$ cat config.mk
export PLATFORM = sky130hd
export DESIGN_NAME = logic_unit_arbiter
export DESIGN_NICKNAME = d
export VERILOG_FILES = /design/src/rtl/logic_unit_arbiter.sv
export SDC_FILE = /design/constraint.sdc
export NUM_CORES = 1
export LEC_CHECK = 0
export ABC_AREA = 1
export BUFFER_PORTS_ARGS = -buffer_cell sky130_fd_sc_hd__buf_4
export CAP_MARGIN = 20
export CORE_MARGIN = 2
export CORE_UTILIZATION = 54
export CTS_BUF_LIST = sky130_fd_sc_hd__clkbuf_8
export DETAILED_ROUTE_END_ITERATION = 12
export PLACE_DENSITY = 0.89
export SLEW_MARGIN = 0
export SYNTH_ARGS = -nofsm -noshare
export SYNTH_HDL_FRONTEND = slang
export SYNTH_SLANG_ARGS = --single-unit
export TNS_END_PERCENT = 30
$ cat constraint.sdc
create_clock -name clk -period 6.3 [get_ports clk]
set_input_delay 0.63 -clock clk [delete_from_list [all_inputs] [get_ports clk]]
set_output_delay 0.63 -clock clk [all_outputs]
set_load 0.05 [all_outputs]
$ cat src/rtl/logic_unit_arbiter.sv
// Round-robin arbiter sharing one registered bitwise logic unit among NREQ requesters.
// Optional LU_ARB_PERF_EN adds saturating op_count/err_count outputs.
module logic_unit_arbiter #(
   parameter int NREQ  = 4,
   parameter int WIDTH = 8,
   parameter int IDW   = $clog2(NREQ)
) (
   input  logic                    clk,
   input  logic                    rst_n,
   input  logic [NREQ-1:0]         req_valid,
   output logic [NREQ-1:0]         req_ready,
   input  logic [NREQ*WIDTH-1:0]   req_a,
   input  logic [NREQ*WIDTH-1:0]   req_b,
   input  logic [NREQ*3-1:0]       req_op,
   output logic                    res_valid,
   input  logic                    res_ready,
   output logic [WIDTH-1:0]        res_data,
   output logic [IDW-1:0]          res_id,
   output logic                    res_err
`ifdef LU_ARB_PERF_EN
   ,
   output logic [15:0]             op_count,
   output logic [7:0]              err_count
`endif
);

   typedef enum logic {
      ST_EMPTY = 1'b0,
      ST_FULL  = 1'b1
   } state_t;

   localparam logic [IDW:0] NREQ_W = (IDW+1)'(NREQ);

   state_t           state_q, state_d;
   logic [IDW-1:0]   last_q, last_d;
   logic [WIDTH-1:0] res_data_q, res_data_d;
   logic [IDW-1:0]   res_id_q, res_id_d;
   logic             res_err_q, res_err_d;

   logic [WIDTH-1:0] a_arr [NREQ];
   logic [WIDTH-1:0] b_arr [NREQ];
   logic [2:0]       op_arr [NREQ];

   logic             win_found;
   logic [IDW-1:0]   win_idx;
   logic             can_accept;
   logic             accept;
   logic [WIDTH:0]   lu_result;

   genvar gi;
   generate
      for (gi = 0; gi < NREQ; gi++) begin : g_unpack
         assign a_arr[gi]  = req_a[gi*WIDTH +: WIDTH];
         assign b_arr[gi]  = req_b[gi*WIDTH +: WIDTH];
         assign op_arr[gi] = req_op[gi*3 +: 3];
      end
   endgenerate

   // Index base+k modulo NREQ, valid for non-power-of-two NREQ.
   function automatic logic [IDW-1:0] wrap_add(input logic [IDW-1:0] base, input logic [IDW:0] k);
      logic [IDW:0] sum;
      sum = {1'b0, base} + k;
      if (sum >= NREQ_W)
         sum = sum - NREQ_W;
      return sum[IDW-1:0];
   endfunction

   // Returns {err, data}; illegal opcodes yield zero data with err set.
   function automatic logic [WIDTH:0] lu_eval(input logic [WIDTH-1:0] a,
                                             input logic [WIDTH-1:0] b,
                                             input logic [2:0]       op);
      logic [WIDTH:0] r;
      r = '0;
      case (op)
         3'd0:    r[WIDTH-1:0] = a & b;
         3'd1:    r[WIDTH-1:0] = a | b;
         3'd2:    r[WIDTH-1:0] = ~(a & b);
         3'd3:    r[WIDTH-1:0] = ~(a | b);
         3'd4:    r[WIDTH-1:0] = a ^ b;
         3'd5:    r[WIDTH-1:0] = ~(a ^ b);
         default: r[WIDTH]     = 1'b1;
      endcase
      return r;
   endfunction

   // Search starts one past the last grant so every requester gets a turn.
   always_comb begin
      logic [IDW-1:0] idx;
      win_found = 1'b0;
      win_idx   = '0;
      idx       = '0;
      for (int k = 1; k <= NREQ; k++) begin
         idx = wrap_add(last_q, (IDW+1)'(k));
         if (!win_found && req_valid[idx]) begin
            win_found = 1'b1;
            win_idx   = idx;
         end
      end
   end

   assign lu_result = lu_eval(a_arr[win_idx], b_arr[win_idx], op_arr[win_idx]);

   always_comb begin
      state_d    = state_q;
      req_ready  = '0;
      can_accept = (state_q == ST_EMPTY) || res_ready;
      // Ready is suppressed while reset is held even though the state reads EMPTY.
      accept     = rst_n && win_found && can_accept;
      if (accept)
         req_ready[win_idx] = 1'b1;
      case (state_q)
         ST_EMPTY: begin
            if (accept)
               state_d = ST_FULL;
         end
         ST_FULL: begin
            if (accept)
               state_d = ST_FULL;
            else if (res_ready)
               state_d = ST_EMPTY;
         end
         default: state_d = ST_EMPTY;
      endcase
   end

   always_comb begin
      last_d     = last_q;
      res_data_d = res_data_q;
      res_id_d   = res_id_q;
      res_err_d  = res_err_q;
      if (accept) begin
         last_d     = win_idx;
         res_data_d = lu_result[WIDTH-1:0];
         res_id_d   = win_idx;
         res_err_d  = lu_result[WIDTH];
      end
   end

   always_ff @(posedge clk or negedge rst_n) begin
      if (!rst_n)
         state_q <= ST_EMPTY;
      else
         state_q <= state_d;
   end

   always_ff @(posedge clk or negedge rst_n) begin
      if (!rst_n) begin
         last_q     <= IDW'(NREQ - 1);
         res_data_q <= '0;
         res_id_q   <= '0;
         res_err_q  <= 1'b0;
      end else begin
         last_q     <= last_d;
         res_data_q <= res_data_d;
         res_id_q   <= res_id_d;
         res_err_q  <= res_err_d;
      end
   end

   assign res_valid = (state_q == ST_FULL);
   assign res_data  = res_data_q;
   assign res_id    = res_id_q;
   assign res_err   = res_err_q;

`ifdef LU_ARB_PERF_EN
   logic [15:0] op_count_q, op_count_d;
   logic [7:0]  err_count_q, err_count_d;

   always_comb begin
      op_count_d  = op_count_q;
      err_count_d = err_count_q;
      if (accept && (op_count_q != 16'hFFFF))
         op_count_d = op_count_q + 16'd1;
      if (accept && lu_result[WIDTH] && (err_count_q != 8'hFF))
         err_count_d = err_count_q + 8'd1;
   end

   always_ff @(posedge clk or negedge rst_n) begin
      if (!rst_n) begin
         op_count_q  <= '0;
         err_count_q <= '0;
      end else begin
         op_count_q  <= op_count_d;
         err_count_q <= err_count_d;
      end
   end

   assign op_count  = op_count_q;
   assign err_count = err_count_q;
`endif

endmodule

# Word-level counts from Yosys, hierarchy flattened
# Cells that the tools add are included.
[op_classes]
addsub = 8
multipliers = 0
n_div = 0
n_lt_le_gt_ge = 11
n_eq_ne = 5
shift = 0
muxes = 38
bitwise = 8
reduce_logical = 12
[ops]
columns = ["op", "n"]
rows = [
  ["8-bit one-hot mux with 6 select lines", 1],
  ["8-bit binary-select mux with 2-bit select", 2],
  ["8-bit 2-to-1 mux", 4],
  ["8-bit inverter", 3],
  ["2-bit 2-to-1 mux", 8],
  ["3-bit greater-or-equal comparator (second input constant)", 5],
  ["2-bit by 3-bit less-than comparator with 1-bit output (second input constant)", 5],
  ["1-bit 2-to-1 mux", 13],
  ["8-bit AND", 1],
  ["1-bit binary-select mux with 2-bit select", 4],
  ["8-bit bitwise OR", 1],
  ["2-bit by 1-bit subtractor with 2-bit output (second input constant)", 4],
  ["8-bit bitwise XOR", 1],
  ["2-bit by 2-bit adder with 3-bit output (second input constant)", 2],
  ["3-bit binary-select mux with 2-bit select", 1],
  ["3-bit by 2-bit equality test with 1-bit output (second input constant)", 2],
  ["3-bit equality test (second input constant)", 2],
  ["1-bit logical AND", 6],
  ["3-bit 2-to-1 mux", 2],
  ["6-bit OR reduction", 1],
  ["4-bit 2-to-1 mux", 1],
  ["2-bit by 1-bit adder with 3-bit output (second input constant)", 1],
  ["2-bit by 3-bit adder with 3-bit output (second input constant)", 1],
  ["3-bit by 1-bit equality test with 1-bit output (second input constant)", 1],
  ["8 further kinds", 10],
]
[totals]
regBits = 14
latch_bits = 0
ram_bits = 0
romBits = 0
input_bits = 83
out_inout_bits = 16
word_cells = 87
n_memories = 0

# Longest topological paths before layout
# Gate-level depths: netlist of the first run.
[logic_depth]
ltp_word = 22
ltp_mapped = 24
depth_no_buf = 23

# Worst setup path after synthesis of the first run
# OpenSTA, ideal clock, no wires.
[synth_timing]
path_kind = "flip-flop to output port"
startpoint = "register last_q[0]"
endpoint = "output req_ready[3]"
t_arrival_ns = 2.454
path_slack_ns = 3.216
stages_incl_launch_ff = 15
n_path_buf = 2
path_cell_list = "dfstp_2 buf_6 inv_8 nand2_2 nand2_1 nand2_2 nand2_4 inv_2 nand2_2 nand2_2 nand3_2 buf_8 nor2_2 inv_2 nor2_1"
[synth_via]
elab_chain_cells = 20
word_cells_on_any_way = 46
[synth_rtl]
columns = ["item", "line_no", "rtl"]
rows = [
  ["start, declared", "35", "logic [IDW-1:0] last_q, last_d;"],
  ["start signal, assigned", "148", "last_q <= IDW'(NREQ - 1);"],
  ["start signal, assigned", "153", "last_q <= last_d;"],
  ["2-bit by 1-bit adder with 3-bit output", "62", "sum = {1'b0, base} + k;"],
  ["3-bit greater-or-equal comparator / 2-bit by 1-bit subtractor with 2-bit output (equally long branches)", "63, 64", ""],
  ["2-bit 2-to-1 mux", "63", "if (sum >= NREQ_W)"],
  ["1-bit binary-select mux with 2-bit select", "94", "if (!win_found && req_valid[idx]) begin"],
  ["1-bit 2-to-1 mux (implied by the code)", "94", ""],
  ["1-bit 2-to-1 mux", "94", ""],
  ["1-bit zero test", "94", ""],
  ["1-bit logical AND", "94", ""],
  ["(+4 left out)", "-", ""],
  ["1-bit zero test", "94", ""],
  ["1-bit logical AND", "94", ""],
  ["2-bit 2-to-1 mux", "94", ""],
  ["2-bit by 3-bit less-than comparator with 1-bit output (implied by the code) / 2-bit by 1-bit greater-or-equal comparator with 1-bit output (equally long branches)", "110", "req_ready[win_idx] = 1'b1;"],
  ["1-bit logical AND (implied by the code)", "110", ""],
  ["1-bit 2-to-1 mux (implied by the code)", "110", ""],
  ["1-bit demux with 2-bit select", "110", ""],
  ["4-bit 2-to-1 mux *", "109", "if (accept)"],
  ["end, declared", "11", "output logic [NREQ-1:0] req_ready,"],
]
# Every way passes the cells marked *; elsewhere a longest branch is shown, timed or not. The select of a mux whose other input is x is not followed.

# Worst setup path after layout of the first run
[layout_timing]
startpoint = "register last_q[0]"
endpoint = "output req_ready[0]"
# The elaborated chain is that of the path after synthesis.

==> metrics.md, run 1 <==
| Metric | Value |
|---|---|
| Post-Route WL | 6.50 mm |
| Die X | 68.9 µm |
| Clock-pin slew on the worst setup and hold paths | 0.06 ns |
| Main flop type after synthesis | dfrtp_1 |
| Synth Net Count | 467 |
| Mapped cell area | 2280 µm² |
| # port buffers | 98 |
| Fillers | 331 |
| Most frequent cell after synthesis | nand2_1 |
| Via Count | 2,680 |
| Ant. Diodes | 0 |
| Setup WS post-layout | 2.70 ns |
| Yosys reg bits | 14 |
| Worst Path Required | 5.67 ns |
| Number of setup buffers added after CTS | 0 |
| CTS Sinks | 14 |
| Drt wl/cell | 12.6 µm |
| Clock root cell | clkbuf_8 |
| Ports | 99 |
| Die Y | 68.9 µm |
| Die area | 4750 µm² |
| FF-to-FF path depth | 20 |
| Synth area leader | nand2_1 |
| Commonest cells in the synthesized netlist | nand2_1, inv_1, nor2_1 |
| Clk buf depth | 2 |
| Multi-input combinational cell area | 1620 µm² |
| Setup crit end kind | primary output |
| Crit path launch type | flip-flop |
| CTS tree | built |
| Number of global-route vias before repair | 2,518 |
| Tcrit/Tclk final | 57.1% |
| Synth area leaders | nand2_1, dfrtp_1, ha_1 |
| DRC Markers | 0 |
| Nets | 566 |
| Critical Path AT | 2.97 ns |
| Unrepaired setup endpoints after global routing | no |
| Relative slew slack | 52.6% |
| Starting DRC count in detailed routing | 166 |
| Fmax | 0.278 GHz |
| Total GRT Usage | 29.1% |
| Worst setup startpoint | last_q[0] |
| Initial antenna violation count | 0 |
| TNS Setup | 0 ns |
| Slew Viols, Final | 0 |
| Min-delay worst type | primary input to asynchronous set/reset pin |
| Final hold slack | 0.226 ns |
| Mean Syn Cell Area | 6.19 µm² |
| Post-DP HPWL | 5.41 mm |
| Cell Rows | 23 |
| Post-synth EDFFs | 0 |
| Skew-Pair Late Insertion Delay | 0.24 ns |
| Num CTS Buffers | 3 |
| Initial core utilization | 56.5% |
| Final setup fails | 0 |
| Count of hold-fix buffers inserted at cts | 0 |
| Post-synth top area share | 19.8% |
| Layout cells sized above 1 | 35.0% |
| Crit Path Max Fanout | 11 |
| Placer Congestion | 0.873 |
| Tightest Pin Transition | 0.709 ns |
| Syn-to-layout area delta | 34.9% |
| Core region area | 4030 µm² |
| Status | completed |
| Flip-flop and latch area | 353 µm² |
| Via/cell ratio | 5.19 |
| FFs w/ async S/R, synth | 100% |
| Largest net degree at the start of global routing | 19 |
| Setup CP Type | flip-flop to primary output |
| Mapped Cells | 368 |
| First-pass GRT wire length | 10.6 mm |
| Min cycle time layout | 3.60 ns |
| Endpoints failing hold | 0 |
| H-tree depth | 1 |
| Grt total ovfl | 0 |
| Setup Skew | 0.00916 ns |
| FF-to-FF Start | last_q[0] |
| Unique masters post-synth | 29 |
| Cts repair resizes | 0 |
| Sequential share of the synthesized area | 15.5% |
| DRT Pass-1 Iters | 4 |
| Yosys Warn Count | 0 |
| Routed Antenna Nets | 0 |
| Max-cap violations | 0 |
| Pre-CTS setup slack | 2.77 ns |
[state kept, by name, summed over array words and instances, names as in the netlist]
signal and flops:
last_q 2, res_err 1, res_valid 1, res_data 8
res_id 2
[placed cells by master, fill, tap and decap left out, types with 4 or more instances in the layout]
cell type / count
nand4_1: 7
a22oi_1: 5
inv_2: 12
nand3_2: 10
dfrtp_1: 12
nand3_1: 19
o22ai_1: 8
buf_4: 99
nor2_1: 46
ha_1: 16
nand2_1: 120
nor2_2: 4
a221oi_2: 8
nand2_2: 17
o21a_1: 8
inv_1: 53
[per-stage QoR]
| step | cells | area, µm² | utilization [%] |
|---|---|---|---|
| final | 516 | 3070 | 76.2 |
| after detailed placement | 512 | 3030 | 75.1 |
| after floorplan | 368 | 2280 | - |
| after global routing | 516 | 3070 | 76.2 |
| after global placement | 512 | 3030 | 75.1 |
| after CTS | 516 | 3070 | 76.2 |
[path summary, 6_finish.rpt]
check / to / slack [ns]
worst min-delay path: res_data[6] / 0.23
worst max register to register: res_data[3] / 2.80
min in group clk: res_data[0] / 0.48
max in group asynchronous: last_q[1] / 5.83
worst min register to register: res_data[0] / 0.48
worst max-delay path: req_ready[0] / 2.70
[cell families after synthesis]
family                     synth area share, %
AOI/OAI and AO/OA                         14.5
adders and majority gates                 8.79
buffers and inverters                     13.5
DFF                                       15.5
and+or+nand+nor                           47.7
[routing by layer]
metal	up-vias	global-route usage (%)	routed length [µm]
met2	110	52.5	3260
met4	0	11.5	119
met1	1201	35.0	2640
met5	-	0	0
met3	10	3.41	485
li1	1359	-	-
[critical path, stage by stage (launching register included)]
cell	delay (ns)
dfstp_2	0.66
nand2_1	0.07
nand2_1	0.12
nand2_2	0.10
nand2_4	0.09
nor2_4	0.04
nand3_1	0.08
nand3_1	0.49
nor2_4	0.54
inv_2	0.17
nor2_1	0.13
buf_4	0.21
[final cells by class]
type / count / area share, %
flip-flops and latches: 14 / 11.5
inverters: 65 / 8.19
well taps: 50 / 2.04
multi-input cells: 284 / 52.6
repair buffers: 99 / 24.2
clock inverters: 1 / 0.122
clock buffers: 3 / 1.34
Power of run 1 is not shown: default switching activity piles up to over one toggle a cycle in this logic, so the estimate is an artifact.
==> run 2: changes to the inputs <==
- CORE_UTILIZATION: 54 -> 45
- PLACE_DENSITY: 0.89 -> 0.79
- clock period: 6.3 -> 3.2 ns (I/O delays scaled with it)
==> run 2 against run 1 <==
Critical path depth rose by 9. Register-to-register slack got worse by 2.7 ns. Via count up 2.7%. Highest routed layer unchanged. Largest cell class unchanged. Final area increased by 12%. Wire length grew 7.8%. Critical endpoint is now res_data[7]. Count of clock-buffer cells in the layout grew 1. Clock skew fell by 0.0051 ns. Utilization is 4.7 points lower. Final cell count rose by 8.5%. First-iteration DRC count fell by 13%.
==> metrics.md, run 2 (synthesis results as in run 1) <==
| Metric | Value |
|---|---|
| Nets | 593 |
| Cell Rows | 25 |
| CTS tree | built |
| First-pass GRT wire length | 10.5 mm |
| Most used cell, CP | nand2_1 |
| Tightest Pin Transition | 0.680 ns |
| Ports | 99 |
| CP max stage delay | 0.64 ns |
| Layout cells sized above 1 | 40.8% |
| Crit-path cells | buf_6, nand2_1, nand3_1, nand2_1, nand4_1, nand2_1, nor2_4, nor2_4, buf_4, a22oi_1, inv_1, a221oi_2, inv_1, ha_1, inv_1, nand2_1, nand2_2, nand3_2, nand2_1, nand2_1 |
| Skew-Pair Late Insertion Delay | 0.25 ns |
| Worst Path Required | 3.34 ns |
| Clock-pin slew on the worst setup and hold paths | 0.06 ns |
| Most frequent cells in the layout | buf_4, nand2_1, inv_1, nor2_1, nand2_2 |
| Setup CP Type | flip-flop to flip-flop |
| Drt wl/cell | 12.5 µm |
| Via/cell ratio | 4.92 |
| Post-Route WL | 7.01 mm |
| Core region area | 4790 µm² |
| Die Y | 75.1 µm |
| Die X | 75.1 µm |
| FF-to-FF Start | last_q[0] |
| Fmax | 0.326 GHz |
| Most common cell after layout, fill and taps aside | buf_4 |
| Most Crowded Layer GR | met2 |
| Setup Skew | 0.00404 ns |
| Number of global-route vias before repair | 2,462 |
| DRC Markers | 0 |
| Max reg flops | 8 |
| Min-delay worst type | primary input to flip-flop |
| Reg2Reg Setup Slack | 0.13 ns |
| Setup crit end kind | flip-flop |
| Tcrit/Tclk final | 95.9% |
| CP max stage cell | dfstp_2 |
| Endpoints failing hold | 0 |
| Post-DP HPWL | 5.44 mm |
| Die area | 5650 µm² |
| Met3 usage | 3.08% |
| Clock root cell | clkbuf_8 |
| Syn-to-layout area delta | 50.4% |
| Max-cap violations | 0 |
| Clk buf depth | 2 |
| CTS Sinks | 14 |
| # port buffers | 98 |
| Total GRT Usage | 23.6% |
| Relative slew slack | 54.5% |
| H-tree depth | 1 |
| Placer Congestion | 0.872 |
| Initial core utilization | 47.6% |
| Starting DRC count in detailed routing | 144 |
| Largest net degree at the start of global routing | 16 |
| Ant. Diodes | 0 |
| Crit Path Max Fanout | 5 |
| GR Util met1 | 29.6% |
| Core Util, Final | 71.6% |
| Min cycle time layout | 3.07 ns |
| DRT Pass-1 Iters | 4 |
| Worst setup startpoint | last_q[0] |
| Via Count | 2,753 |
| Slew Viols, Final | 0 |
| Status | completed |
| Final setup fails | 0 |
| Routed Antenna Nets | 0 |
| Critical Path AT | 3.21 ns |
| Min-Delay Startpoint | res_ready |
| TNS Setup | 0 ns |
| Grt total ovfl | 0 |
| Num CTS Buffers | 3 |
| Crit path launch type | flip-flop |
| Initial antenna violation count | 0 |
| M2 GR Usage | 41.4% |
==> run 2: cell types whose count changed in the layout (fill, tap and decap cells not counted), moves of 2 or more <==
| cell | change |
|---|---|
| nand3_1 | -3 |
| nand2_1 | -3 |
| nand3_4 | +3 |
| nor2_4 | +2 |
| a22oi_2 | +3 |
| buf_6 | +3 |
| a22oi_1 | -3 |
| buf_4 | +22 |
==> run 2: timing repair <==
item	in CTS	in global routing
hold buffers	1	0
gates resized for setup	0	24
endpoints found under the hold margin	12	0
buffers inserted	0	19
setup endpoints to repair	0	9
==> run 2: per-stage QoR <==
stage | hold WS [ns] | instances | area (µm²) | worst slack, ns
6_report | 0.270 | 560 | 3430 | 0.132
5_1_grt | 0.289 | 560 | 3430 | -0.0546
4_1_cts | 0.267 | 541 | 3170 | 0.0674
3_5_place_dp | 0.185 | 536 | 3100 | 0.0818
3_3_place_gp | 0.183 | 536 | 3100 | 0.129
2_1_floorplan | 0.0244 | 368 | 2280 | 0.422
==> run 2: per-layer routing <==
layer,wire length (µm),vias to the layer above
li1,-,1418
met2,3430,99
met1,3020,1228
met3,452,8
met4,102,0
met5,0,-
==> run 2: layout make-up <==
| class | instances | area, µm² |
|---|---|---|
| Timing Repair Buffer | 126 | 972 |
| Inverter | 65 | 251 |
| Sequential cell | 14 | 353 |
| Multi-Input combinational cell | 284 | 1710 |
| Clock buffer | 4 | 55.1 |
| Tap cell | 67 | 83.8 |
| Fill cell | 426 | 1360 |
==> run 2: worst paths after layout <==
| path | endpoint | cells after the start |
|---|---|---|
| worst max register to register | res_data[7] | 20 |
| worst min-delay path | res_valid | 2 |
| max in group asynchronous | last_q[0] | 2 |
| worst max-delay path | res_data[7] | 20 |
| worst min register to register | res_data[6] | 2 |
| min in group asynchronous | res_id[0] | 2 |
==> run 2: critical path, delay by kind of cell (launching register included) <==
family | cells | cell delay (ns)
AOI/OAI and AO/OA | 2 | 0.40
buffers and inverters | 5 | 0.51
DFF | 1 | 0.64
adders and majority gates | 1 | 0.29
and+or+nand+nor | 12 | 1.12
Power of run 2 is left out for the same reason.
==> run 3: changes to the inputs <==
- ABC_AREA: 1 -> 0
- CORE_UTILIZATION: 45 -> 44
==> run 3 against run 2 <==
Synthesized cell count decreased by 25%. Global-route usage decreased by 1.3 points. Clock skew about the same. Register-to-register slack got worse by 0.08 ns. Sequential share of layout area increased by 0.94 points. Worst setup slack got worse by 0.081 ns. Area after synthesis decreased by 6.5%.
==> metrics.md, run 3 <==
| Metric | Value |
|---|---|
| Max-cap violations | 0 |
| Logic pwr share | 76.3% |
| Post-synth EDFFs | 0 |
| Post-Route WL | 6.36 mm |
| Fillers | 408 |
| Setup CP Type | flip-flop to flip-flop |
| Post-DP HPWL | 4.96 mm |
| Min cycle time layout | 3.15 ns |
| Unrepaired setup endpoints after global routing | yes |
| H-tree depth | 1 |
| Crit path launch type | flip-flop |
| Most frequent cells in the layout | buf_4, nand2_1, mux2i_1, a21oi_1, inv_1 |
| Via Count | 2,393 |
| Yosys reg bits | 14 |
| Clk buf depth | 2 |
| Cell Rows | 25 |
| P_int | 1.01 mW |
| Clock-pin slew on the worst setup and hold paths | 0.06 ns |
| Status | completed |
| Total GRT Usage | 22.3% |
| Sequential share of the synthesized area | 16.6% |
| Slew Viols, Final | 0 |
| Num CTS Buffers | 3 |
| Worst Path Required | 3.32 ns |
| Mapped cell area | 2130 µm² |
| Switching Power | 0.970 mW |
| Die area | 5410 µm² |
| First-pass GRT wire length | 9.67 mm |
| Sw frac | 49.1% |
| Crit Path Max Fanout | 12 |
| Clock root cell | clkbuf_8 |
| DRT Pass-1 Iters | 4 |
| FFs w/ async S/R, synth | 100% |
| Final hold slack | 0.399 ns |
| Skew-Pair Late Insertion Delay | 0.24 ns |
| Most frequent cell after synthesis | nand2_1 |
| Commonest cells in the synthesized netlist | nand2_1, mux2i_1, a21oi_1 |
| Mapped Cells | 277 |
| Max reg flops | 8 |
| Layout cells sized above 1 | 38.7% |
| Yosys Warn Count | 0 |
| Via/cell ratio | 5.51 |
| Largest vdd supply drop | 0.370 mV |
| Synth area leaders | mux2i_1, dfrtp_1, ha_1 |
| Endpoints failing hold | 0 |
| Syn-to-layout area delta | 47.5% |
| DRC Markers | 0 |
| Design Area, Final | 3140 µm² |
| Synth Net Count | 376 |
| Main flop type after synthesis | dfrtp_1 |
| CTS Sinks | 14 |
| Initial core utilization | 45.4% |
| Largest net degree at the start of global routing | 26 |
| Power, Total | 1.98 mW |
| Routed Antenna Nets | 0 |
| Critical Path AT | 3.27 ns |
| Most common cell after layout, fill and taps aside | buf_4 |
| Placer Congestion | 0.821 |
| Pwr dens | 630 nW/µm² |
| Synth area leader | mux2i_1 |
| Clock power share | 8.6% |
| Mean Syn Cell Area | 7.69 µm² |
| Min-delay worst type | primary input to flip-flop |
| Drt wl/cell | 14.7 µm |
| Tightest Pin Transition | 0.670 ns |
| Relative slew slack | 55.2% |
| Ant. Diodes | 0 |
| Fmax | 0.318 GHz |
| Setup crit end kind | flip-flop |
| Tcrit/Tclk final | 98.4% |
| Final setup fails | 0 |
| Ports | 99 |
| Setup Skew | 0.00370 ns |
| CTS tree | built |
| Flip-flop and latch area | 353 µm² |
| Die X | 73.6 µm |
| # port buffers | 98 |
| Initial antenna violation count | 0 |
| Core region area | 4690 µm² |
| DP Area | 2930 µm² |
| Die Y | 73.6 µm |
| Post-synth top area share | 18.8% |
| Leak pwr | 1.63 nW |
| Multi-input combinational cell area | 1680 µm² |
| Number of global-route vias before repair | 2,270 |
| Grt total ovfl | 0 |
| Starting DRC count in detailed routing | 178 |
| Unique masters post-synth | 42 |
| Nets | 480 |
| Flop pwr share | 15.1% |
## run 3: changes by cell type in the layout (fill, tap and decap cells not counted), moves of 8 or more
cell	previous run	this run
nor2_1	45	12
a21oi_1	1	24
and2_1	0	9
buf_4	121	111
nand2_1	117	47
nand2_2	18	3
inv_2	12	0
nand3_1	16	2
a221oi_2	8	0
inv_1	52	18
xor2_1	0	8
mux2i_1	0	38
nand3_2	10	1
## run 3: cell type report
type / count / share of cell area [%]
Timing Repair Buffer: 115 / 29.1
Multi-Input combinational cell: 229 / 53.6
Tap cell: 54 / 2.15
Sequential cell: 14 / 11.2
Inverter: 18 / 2.15
Clock buffer: 4 / 1.75
## run 3: per-stage QoR
step                util [%]  worst slack, ns  TNS [ns]  std cells
floorplan                  -           0.0318         0        277
global placement        62.4            0.160         0        421
CTS                     63.8           0.0152         0        426
global route            66.9          -0.0974    -0.237        434
finish                  66.9           0.0504         0        434
detailed placement      62.4           0.0367         0        421
## run 3: timing repair
| action | CTS | global route |
|---|---|---|
| gates resized for setup | 0 | 11 |
| hold buffers | 1 | 0 |
| hold endpoints to repair | 12 | 0 |
| setup buffers | 0 | 6 |
| setup endpoints to repair | 0 | 10 |
## run 3: power by group through the flow
stage                     logic (mW)  clock network (mW)  registers, mW
after detailed placement        1.40                   0          0.299
final                           1.51               0.171          0.298
after CTS                       1.41               0.173          0.297
after global routing            1.63               0.178          0.306
after floorplan                0.816                   0          0.495
after global placement          1.37                   0          0.299
## run 3: cell families after synthesis
group,count (synthesis),share of synthesized area (%)
flip-flops,14,16.6
AND/OR/NAND/NOR,95,20.4
buffers and inverters,34,7.11
AO/OA/AOI/OAI,68,22.3
XOR/XNOR,8,3.29
multiplexers,42,20.9
adder cells (fa/ha/maj),16,9.40
## run 3: final timing paths
check / start / to / slack [ns] / cells past startpoint
max in group asynchronous: rst_n / last_q[0] / 2.49 / 2
min in group asynchronous: rst_n / res_id[0] / 0.46 / 2
setup / recovery: last_q[1] / res_data[6] / 0.05 / 12
setup reg to reg: last_q[1] / res_data[6] / 0.05 / 12
hold reg to reg: res_err / res_err / 0.47 / 2
hold / removal: req_valid[2] / res_valid / 0.40 / 3
## run 3: layer usage
layer  up-vias  GRT usage, %  routed length (µm)
li1       1181             -                   -
met1      1131          26.3                2590
met2        73          42.9                3420
met3         8          2.19                 286
met4         0          4.65                  70
met5         -             0                   0
## run 3: critical path, stage by stage (launching register included)
cell,delay [ns]
dfstp_2,0.59
mux2i_4,0.29
o21ai_4,0.11
nor2_4,0.25
clkbuf_16,0.24
mux2i_1,0.18
nand2_1,0.06
and2_1,0.17
ha_1,0.20
or3_1,0.38
a32oi_2,0.22
mux2i_1,0.23
a21oi_1,0.10
No activity file was read; power rests on OpenSTA's default activity.
